`src/rtl/pc_sequencer.sv`:
```
// pc_sequencer
// -------------
// Instruction-fetch front end. It keeps the next fetch address in fetchPc_q,
// issues one instruction-memory request at a time, and presents each returned
// word to decode through a valid/ready handshake. It also handles redirects
// (trap, return-from-trap, taken branch), halting, and flushing an in-flight
// request whose data is no longer wanted.
//
// Parameters
//   RESET_PC      first fetch address after reset
//   TRAP_VEC      redirect target for a trap
//
// Ports
//   clk, rst      clock; synchronous active-high reset
//   trap_i        trap request (highest-priority redirect)
//   trap_ret_i    return-from-trap, target epc_i
//   epc_i         return-from-trap target
//   br_valid_i    taken branch/jump, target br_pc_i
//   br_pc_i       branch target
//   stall_i       core stall; blocks hand-off to decode
//   halt_i        halt request, honoured in IDLE or on a decode hand-off
//   imem_req_o    instruction-memory request (high in REQ and DRAIN)
//   imem_addr_o   registered request address, stable while imem_req_o=1
//   imem_ack_i    memory acknowledge, imem_rdata_i is valid with it
//   imem_rdata_i  returned instruction word
//   if_valid_o    decode-side valid (high in VALID)
//   if_ready_i    decode-side ready
//   if_pc_o       address of the instruction being presented
//   if_instr_o    instruction being presented
//   halted_o      sequencer is halted
//   misalign_o    one-cycle pulse when a misaligned branch target is taken
module pc_sequencer #(
    parameter logic [31:0] RESET_PC = 32'h0000_0000,
    parameter logic [31:0] TRAP_VEC = 32'h0000_0100
) (
    input  logic        clk,
    input  logic        rst,
    input  logic        trap_i,
    input  logic        trap_ret_i,
    input  logic [31:0] epc_i,
    input  logic        br_valid_i,
    input  logic [31:0] br_pc_i,
    input  logic        stall_i,
    input  logic        halt_i,
    output logic        imem_req_o,
    output logic [31:0] imem_addr_o,
    input  logic        imem_ack_i,
    input  logic [31:0] imem_rdata_i,
    output logic        if_valid_o,
    input  logic        if_ready_i,
    output logic [31:0] if_pc_o,
    output logic [31:0] if_instr_o,
    output logic        halted_o,
    output logic        misalign_o
);

    typedef enum logic [2:0] {
        IDLE,
        REQ,
        VALID,
        DRAIN,
        HALTED
    } state_t;

    state_t      state_q, state_d;
    logic [31:0] fetchPc_q, fetchPc_d;
    logic [31:0] addr_q, addr_d;
    logic [31:0] ifPc_q, ifPc_d;
    logic [31:0] ifInstr_q, ifInstr_d;
    logic        misalign_q, misalign_d;

    logic        redirect;
    logic [31:0] target;
    logic        fire;

    // Redirect source and target; trap beats return-from-trap beats branch.
    always_comb begin
        redirect = trap_i | trap_ret_i | br_valid_i;
        target   = br_pc_i;
        if (trap_i) begin
            target = TRAP_VEC;
        end else if (trap_ret_i) begin
            target = epc_i;
        end
    end

    assign fire = (state_q == VALID) & if_ready_i & ~stall_i;

    // State register and all datapath registers.
    always_ff @(posedge clk) begin
        if (rst) begin
            state_q    <= IDLE;
            fetchPc_q  <= RESET_PC;
            addr_q     <= 32'h0;
            ifPc_q     <= 32'h0;
            ifInstr_q  <= 32'h0;
            misalign_q <= 1'b0;
        end else begin
            state_q    <= state_d;
            fetchPc_q  <= fetchPc_d;
            addr_q     <= addr_d;
            ifPc_q     <= ifPc_d;
            ifInstr_q  <= ifInstr_d;
            misalign_q <= misalign_d;
        end
    end

    // Next-state logic. A redirect always replaces fetchPc; whether it can be
    // acted on immediately depends on whether a memory request is outstanding.
    always_comb begin
        state_d    = state_q;
        fetchPc_d  = fetchPc_q;
        addr_d     = addr_q;
        ifPc_d     = ifPc_q;
        ifInstr_d  = ifInstr_q;
        misalign_d = 1'b0;

        if (redirect) begin
            misalign_d = ~trap_i & ~trap_ret_i & (br_pc_i[1:0] != 2'b00);
        end

        unique case (state_q)
            IDLE: begin
                if (redirect) begin
                    fetchPc_d = {target[31:2], 2'b00};
                    state_d   = REQ;
                end else if (halt_i) begin
                    state_d = HALTED;
                end else begin
                    state_d = REQ;
                end
            end
            REQ: begin
                if (redirect) begin
                    // With a same-cycle ack the stale word is dropped and the
                    // new target is requested straight away; otherwise the
                    // outstanding request has to be drained first.
                    fetchPc_d = {target[31:2], 2'b00};
                    state_d   = imem_ack_i ? REQ : DRAIN;
                end else if (imem_ack_i) begin
                    ifInstr_d = imem_rdata_i;
                    ifPc_d    = addr_q;
                    fetchPc_d = addr_q + 32'd4;
                    state_d   = VALID;
                end
            end
            VALID: begin
                if (redirect) begin
                    fetchPc_d = {target[31:2], 2'b00};
                    state_d   = REQ;
                end else if (fire) begin
                    state_d = halt_i ? HALTED : REQ;
                end
            end
            DRAIN: begin
                if (redirect) begin
                    fetchPc_d = {target[31:2], 2'b00};
                end
                if (imem_ack_i) begin
                    state_d = REQ;
                end
            end
            HALTED: begin
                if (redirect) begin
                    fetchPc_d = {target[31:2], 2'b00};
                    state_d   = REQ;
                end
            end
            default: begin
                state_d = IDLE;
            end
        endcase

        // The request address is latched only when a new request starts, so it
        // stays put for the whole time imem_req_o is high.
        if ((state_d == REQ) && ((state_q != REQ) || imem_ack_i)) begin
            addr_d = fetchPc_d;
        end
    end

    assign imem_req_o  = (state_q == REQ) | (state_q == DRAIN);
    assign imem_addr_o = addr_q;
    assign if_valid_o  = (state_q == VALID);
    assign if_pc_o     = ifPc_q;
    assign if_instr_o  = ifInstr_q;
    assign halted_o    = (state_q == HALTED);
    assign misalign_o  = misalign_q;

endmodule

```
`config.mk`:
```
export PLATFORM = sky130hd
export DESIGN_NAME = pc_sequencer
export DESIGN_NICKNAME = d
export VERILOG_FILES = /design/src/rtl/pc_sequencer.sv
export SDC_FILE = /design/constraint.sdc
export NUM_CORES = 1
export LEC_CHECK = 0
export CAP_MARGIN = 15
export CORE_MARGIN = 8
export CORE_UTILIZATION = 45
export DETAILED_ROUTE_END_ITERATION = 10
export PLACE_DENSITY = 0.78
export RECOVER_POWER = 50
export SLEW_MARGIN = 5
export SYNTH_ARGS = -nofsm -noshare
export SYNTH_HDL_FRONTEND = slang
export SYNTH_SLANG_ARGS = --single-unit
```
`constraint.sdc`:
```
create_clock -name clk -period 2.6 [get_ports clk]
set_input_delay 0.52 -clock clk [delete_from_list [all_inputs] [get_ports clk]]
set_output_delay 0.52 -clock clk [all_outputs]
set_load 0.1 [all_outputs]
```
Word-level counts from Yosys, hierarchy flattened
Index checks and enable logic that the tools add are counted.
{"block": "totals", "mem_bits_rw": 0, "rom_bits": 0, "latchBits": 0, "n_memories": 0, "regBits": 132, "in_bits": 105}
{"block": "classes", "muxes": 16, "reduce_logical": 7, "addsub": 1, "n_lt_le_gt_ge": 0, "div_mod_pow": 0, "multipliers": 0, "bitwise_logic": 11, "shift": 0, "n_eq_ne": 6}
{"operator": "32-bit 2-to-1 mux", "count": 5}
{"operator": "32-bit one-hot mux with 2 select lines", "count": 1}
{"operator": "32-bit by 3-bit adder with 32-bit output (second input constant)", "count": 1}
{"operator": "3-bit 2-to-1 mux", "count": 8}
{"operator": "3-bit one-hot mux with 5 select lines", "count": 1}
{"operator": "3-bit by 1-bit equality test with 1-bit output (second input constant)", "count": 2}
{"operator": "3-bit by 2-bit equality test with 1-bit output (second input constant)", "count": 2}
{"operator": "1-bit bitwise AND", "count": 4}
{"operator": "1-bit NOT", "count": 4}
{"operator": "4-bit OR reduction", "count": 1}
{"operator": "3-bit equality test (second input constant)", "count": 1}
{"operator": "3-bit zero test", "count": 1}
{"operator": "3-bit by 1-bit inequality test with 1-bit output (second input constant)", "count": 1}
{"operator": "1-bit bitwise OR", "count": 3}
{"operator": "3-bit AND reduction", "count": 1}
{"operator": "2-bit 2-to-1 mux", "count": 1}
{"operator": "2-bit nonzero test", "count": 1}
{"operator": "2-bit OR reduction", "count": 1}
{"operator": "1-bit logical AND", "count": 1}
{"operator": "1-bit logical OR", "count": 1}

Longest topological paths before layout
{"block": "depth", "depth_word": 8, "ltp_mapped": 9, "depth_no_buf": 7}

Worst setup path before layout
Ideal clock, no wire load.
{"block": "synth_timing", "path_type": "register to register", "from": "register addr_q[7] (netlist: imem_addr_o[7])", "to": "register addr_q[27] (netlist: imem_addr_o[27])", "slack_ns": -0.209, "setup_ns": 0.134, "arrival_ns": 2.674, "required_ns": 2.466, "path_stages_with_launch": 10, "cell_sequence": "dfxtp_1 > buf_4 > and4_1 > buf_4 > nand4_4 > buf_6 > nor4_2 > xor2_1 > a221oi_1 > a211oi_2"}
{"block": "synth_via", "elab_chain_len": 4}
{"item": "start, declared", "line_no": "67", "rtl": "logic [31:0] addr_q, addr_d;"}
{"item": "start signal, assigned", "line_no": "101", "rtl": "addr_q <= addr_d;"}
{"item": "32-bit by 3-bit adder with 32-bit output", "line_no": "143", "rtl": "fetchPc_d = addr_q + 32'd4;"}
{"item": "32-bit 2-to-1 mux", "line_no": "140", "rtl": "end else if (imem_ack_i) begin"}
{"item": "32-bit 2-to-1 mux", "line_no": "134", "rtl": "if (redirect) begin"}
{"item": "32-bit one-hot mux with 2 select lines", "line_no": "122", "rtl": "unique case (state_q)"}
No other way between the ends.
A chain may end at the register's enable or synchronous reset.

Worst setup path in the final report
{"block": "layout_timing", "from": "register addr_q[2] (netlist: imem_addr_o[2])", "to": "register addr_q[24] (netlist: imem_addr_o[24])"}
The elaborated chain is that of the path after synthesis.

==> flow_metrics.py <==
metrics = {
    "worst_setup_path": {
        "arrival_ns": 2.72,
        "cp_slowest_cell": "a221oi_1",
        "cp_slowest_stage_delay_ns": 0.53,
        "path_max_fanout": 7,
        "crit_required_ns": 2.88,
        "end_kind": "flip-flop",
        "path_cells": "ha_1 > nand4_1 > nor4_1 > xor2_1 > a221oi_1 > a211oi_1",
        "crit_type": "flip-flop to flip-flop",
        "crit_buf_inv": 0,
        "critPathTopFamily": "simple AND/OR/NAND/NOR gates",
        "cp-start-kind": "flip-flop",
    },
    "placed_design": {
        "place_congestion": 0.872,
        "port_buffers": 202,
        "hpwlAfterDp_mm": 15.5,
        "dp.cells": 1162,
    },
    "sta": {
        "rsz0062_at_grt": "no",
        "slew_violations": 0,
        "post-route-min-period_ns": 2.44,
        "maxSlewHeadroom_pct": 17.3,
        "skew_ns": 0.00722,
        "post-route-period-util_pct": 93.8,
        "worst_slew_pin_slew_ns": 1.25,
        "setup_tns_ns": 0,
        "worst_hold_slack_ns": 0.453,
        "max_freq_ghz": 0.410,
        "hold_violations": 0,
        "setup-violations-final": 0,
    },
    "drt": {
        "drc": 0,
        "drt.antenna.violating_nets": 0,
        "vias": 6510,
        "drt-wirelength-per-cell_um": 17.6,
        "viasPerCell": 5.45,
        "drt_iter0_drc": 619,
        "wirelength_mm": 21.0,
        "dr.pass1.iters": 5,
    },
    "clock_network": {
        "postCtsResizedCells": 0,
        "clockBufferDepth": 2,
        "ctsHtreeMaxLevel": 4,
        "clk_latency_ns": 0.42,
        "cts_root_buffer": "clkbuf_16",
        "cts_hold_buf": 0,
        "cts_made_buffers": 17,
        "postCtsSetupRepairBufs": 0,
        "clkSlewWorstSetupHoldPaths_ns": 0.06,
        "tritoncts": "yes",
        "clkSinkCount": 132,
    },
    "final_layout": {
        "nets": 1107,
        "seqCellArea_um2": 2660,
        "layout-drive-gt1-share_pct": 14.8,
        "final_cell_mix": "150 x nand2_1, 116 x dfxtp_1, 100 x clkdlybuf4s50_1",
        "layout_commonest_cell": "nand2_1",
        "final_cells": 1194,
        "fillCellCount": 1270,
        "area_growth_pct": 39.3,
        "multi_input_area_um2": 3310,
        "antenna_cells": 0,
    },
    "floorplan": {
        "core.rowCount": 43,
        "die_y_um": 134,
        "core_area_um2": 13800,
        "die-area_um2": 18100,
        "chipWidth_um": 134,
        "ios": 205,
        "initial_core_util_pct": 45.9,
    },
    "logic_synthesis": {
        "ys_dominant_reg_cell": "dfxtp_1",
        "synth_edf_count": 0,
        "synth_top_area_cell": "dfxtp_1",
        "yosysTopAreaCellShare_pct": 41.8,
        "async_flop_share_pct": 0,
        "yosys_warnings": 0,
        "synth.distinct_cells": 65,
        "synth_seq_area_share_pct": 41.8,
        "synthCells": 785,
        "synthesis.area_um2": 6320,
        "synth_area_leaders": "dfxtp_1 42%, nand2_1 9.0%, a21oi_1 7.3%",
        "syn_nets": 891,
        "syn_area_per_cell_um2": 8.05,
        "synth-seq-cells": 132,
    },
    "global_route": {
        "grt_usage_pct": 23.0,
        "grt_pass1_vias": 6277,
        "grt_first_pass_wirelength_mm": 33.4,
        "grt-ovfl-total": 0,
        "grt_max_degree": 83,
        "grt_antenna_before_repair": 0,
    },
    "power_and_ir_drop": {
        "leakage_nw": 3.28,
        "powerDensity_nw_per_um2": 659,
        "peakVddDrop_mv": 0.448,
    },
    "job": {
        "cap_violations": 0,
    },
    "hold_path": {
        "hold_class": "flip-flop to flip-flop",
    },
    "status": {
        "status": "completed",
    },
}
-- metrics by stage --
stage	power (W)	setup WS, ns	util [%]	instance area, µm²
floorplan	0.00301	0.0978	-	6340
global placement	0.00346	-0.122	62.2	8570
detailed placement	0.00347	-0.126	62.2	8570
CTS	0.00585	0.250	66.5	9160
global route	0.00600	0.0717	63.9	8800
finish	0.00580	0.162	63.9	8800
-- state kept, by name (all words and copies together) (netlist names) --
register / count
if_instr_o: 32
fetchPc_q: 32
misalign_o: 1
imem_addr_o: 32
if_pc_o: 32
state_q: 3
-- worst paths after layout --
kind / from / endpoint / slack, ns / depth (start not counted)
setup reg to reg: imem_addr_o[2] / imem_addr_o[24] / 0.16 / 6
hold reg to reg: if_pc_o[11] / if_pc_o[11] / 0.45 / 2
setup / recovery: imem_addr_o[2] / imem_addr_o[24] / 0.16 / 6
hold / removal: if_pc_o[11] / if_pc_o[11] / 0.45 / 2
-- per-layer routing --
layer	part of all wire [%]	track usage, %	routed length (µm)
met1	43	29.7	9090
met2	47	35.8	9800
met3	7.8	6.46	1640
met4	2.3	8.42	482
met5	0	0	0
-- tightest hold or removal path, cell delays in order (launching register included) --
cell and delay (ns):
dfxtp_1 0.31, nand2_1 0.05, a21oi_1 0.05
-- cells by family (layout without fill, tap and decap cells) --
group	after synthesis	in the layout	synth area share, %
flops	132	132	41.8
buf+inv	81	310	5.98
compound gates	209	209	21.4
xor+xnor	22	22	3.05
fa+ha+maj	1	1	0.198
mux	19	19	3.01
simple gates	321	321	24.5
-- cells in the mapped netlist, types with 7 or more instances --
| library cell | instances |
|---|---|
| a211oi_1 | 14 |
| a21o_1 | 7 |
| a21oi_1 | 92 |
| a221oi_1 | 12 |
| buf_2 | 20 |
| clkbuf_1 | 35 |
| dfxtp_1 | 132 |
| inv_1 | 14 |
| mux2i_1 | 19 |
| nand2_1 | 151 |
| nand2b_1 | 17 |
| nand3_1 | 11 |
| nor2_1 | 62 |
| nor2b_1 | 13 |
| nor3_1 | 17 |
| o21ai_0 | 13 |
| o22ai_1 | 24 |
| or3_1 | 7 |
| xnor2_1 | 8 |
| xor2_1 | 14 |
-- power breakdown --
group,internal (W),leakage [nW],switching [W]
registers,0.00211,1.08,0.0000940
logic,0.000415,1.91,0.000773
clock network,0.00145,0.286,0.000954
total,0.00398,3.28,0.00182
-- layout make-up --
| cell class | count | area share, % |
|---|---|---|
| tap | 180 | 2.56 |
| sequential | 132 | 30.3 |
| timing repair buffer | 263 | 22.2 |
| clock buffer | 19 | 5.03 |
| multi-input combinational | 572 | 37.6 |
| inverter | 15 | 0.640 |
| clock inverter | 13 | 1.69 |
(Power assumes the default switching activity.)
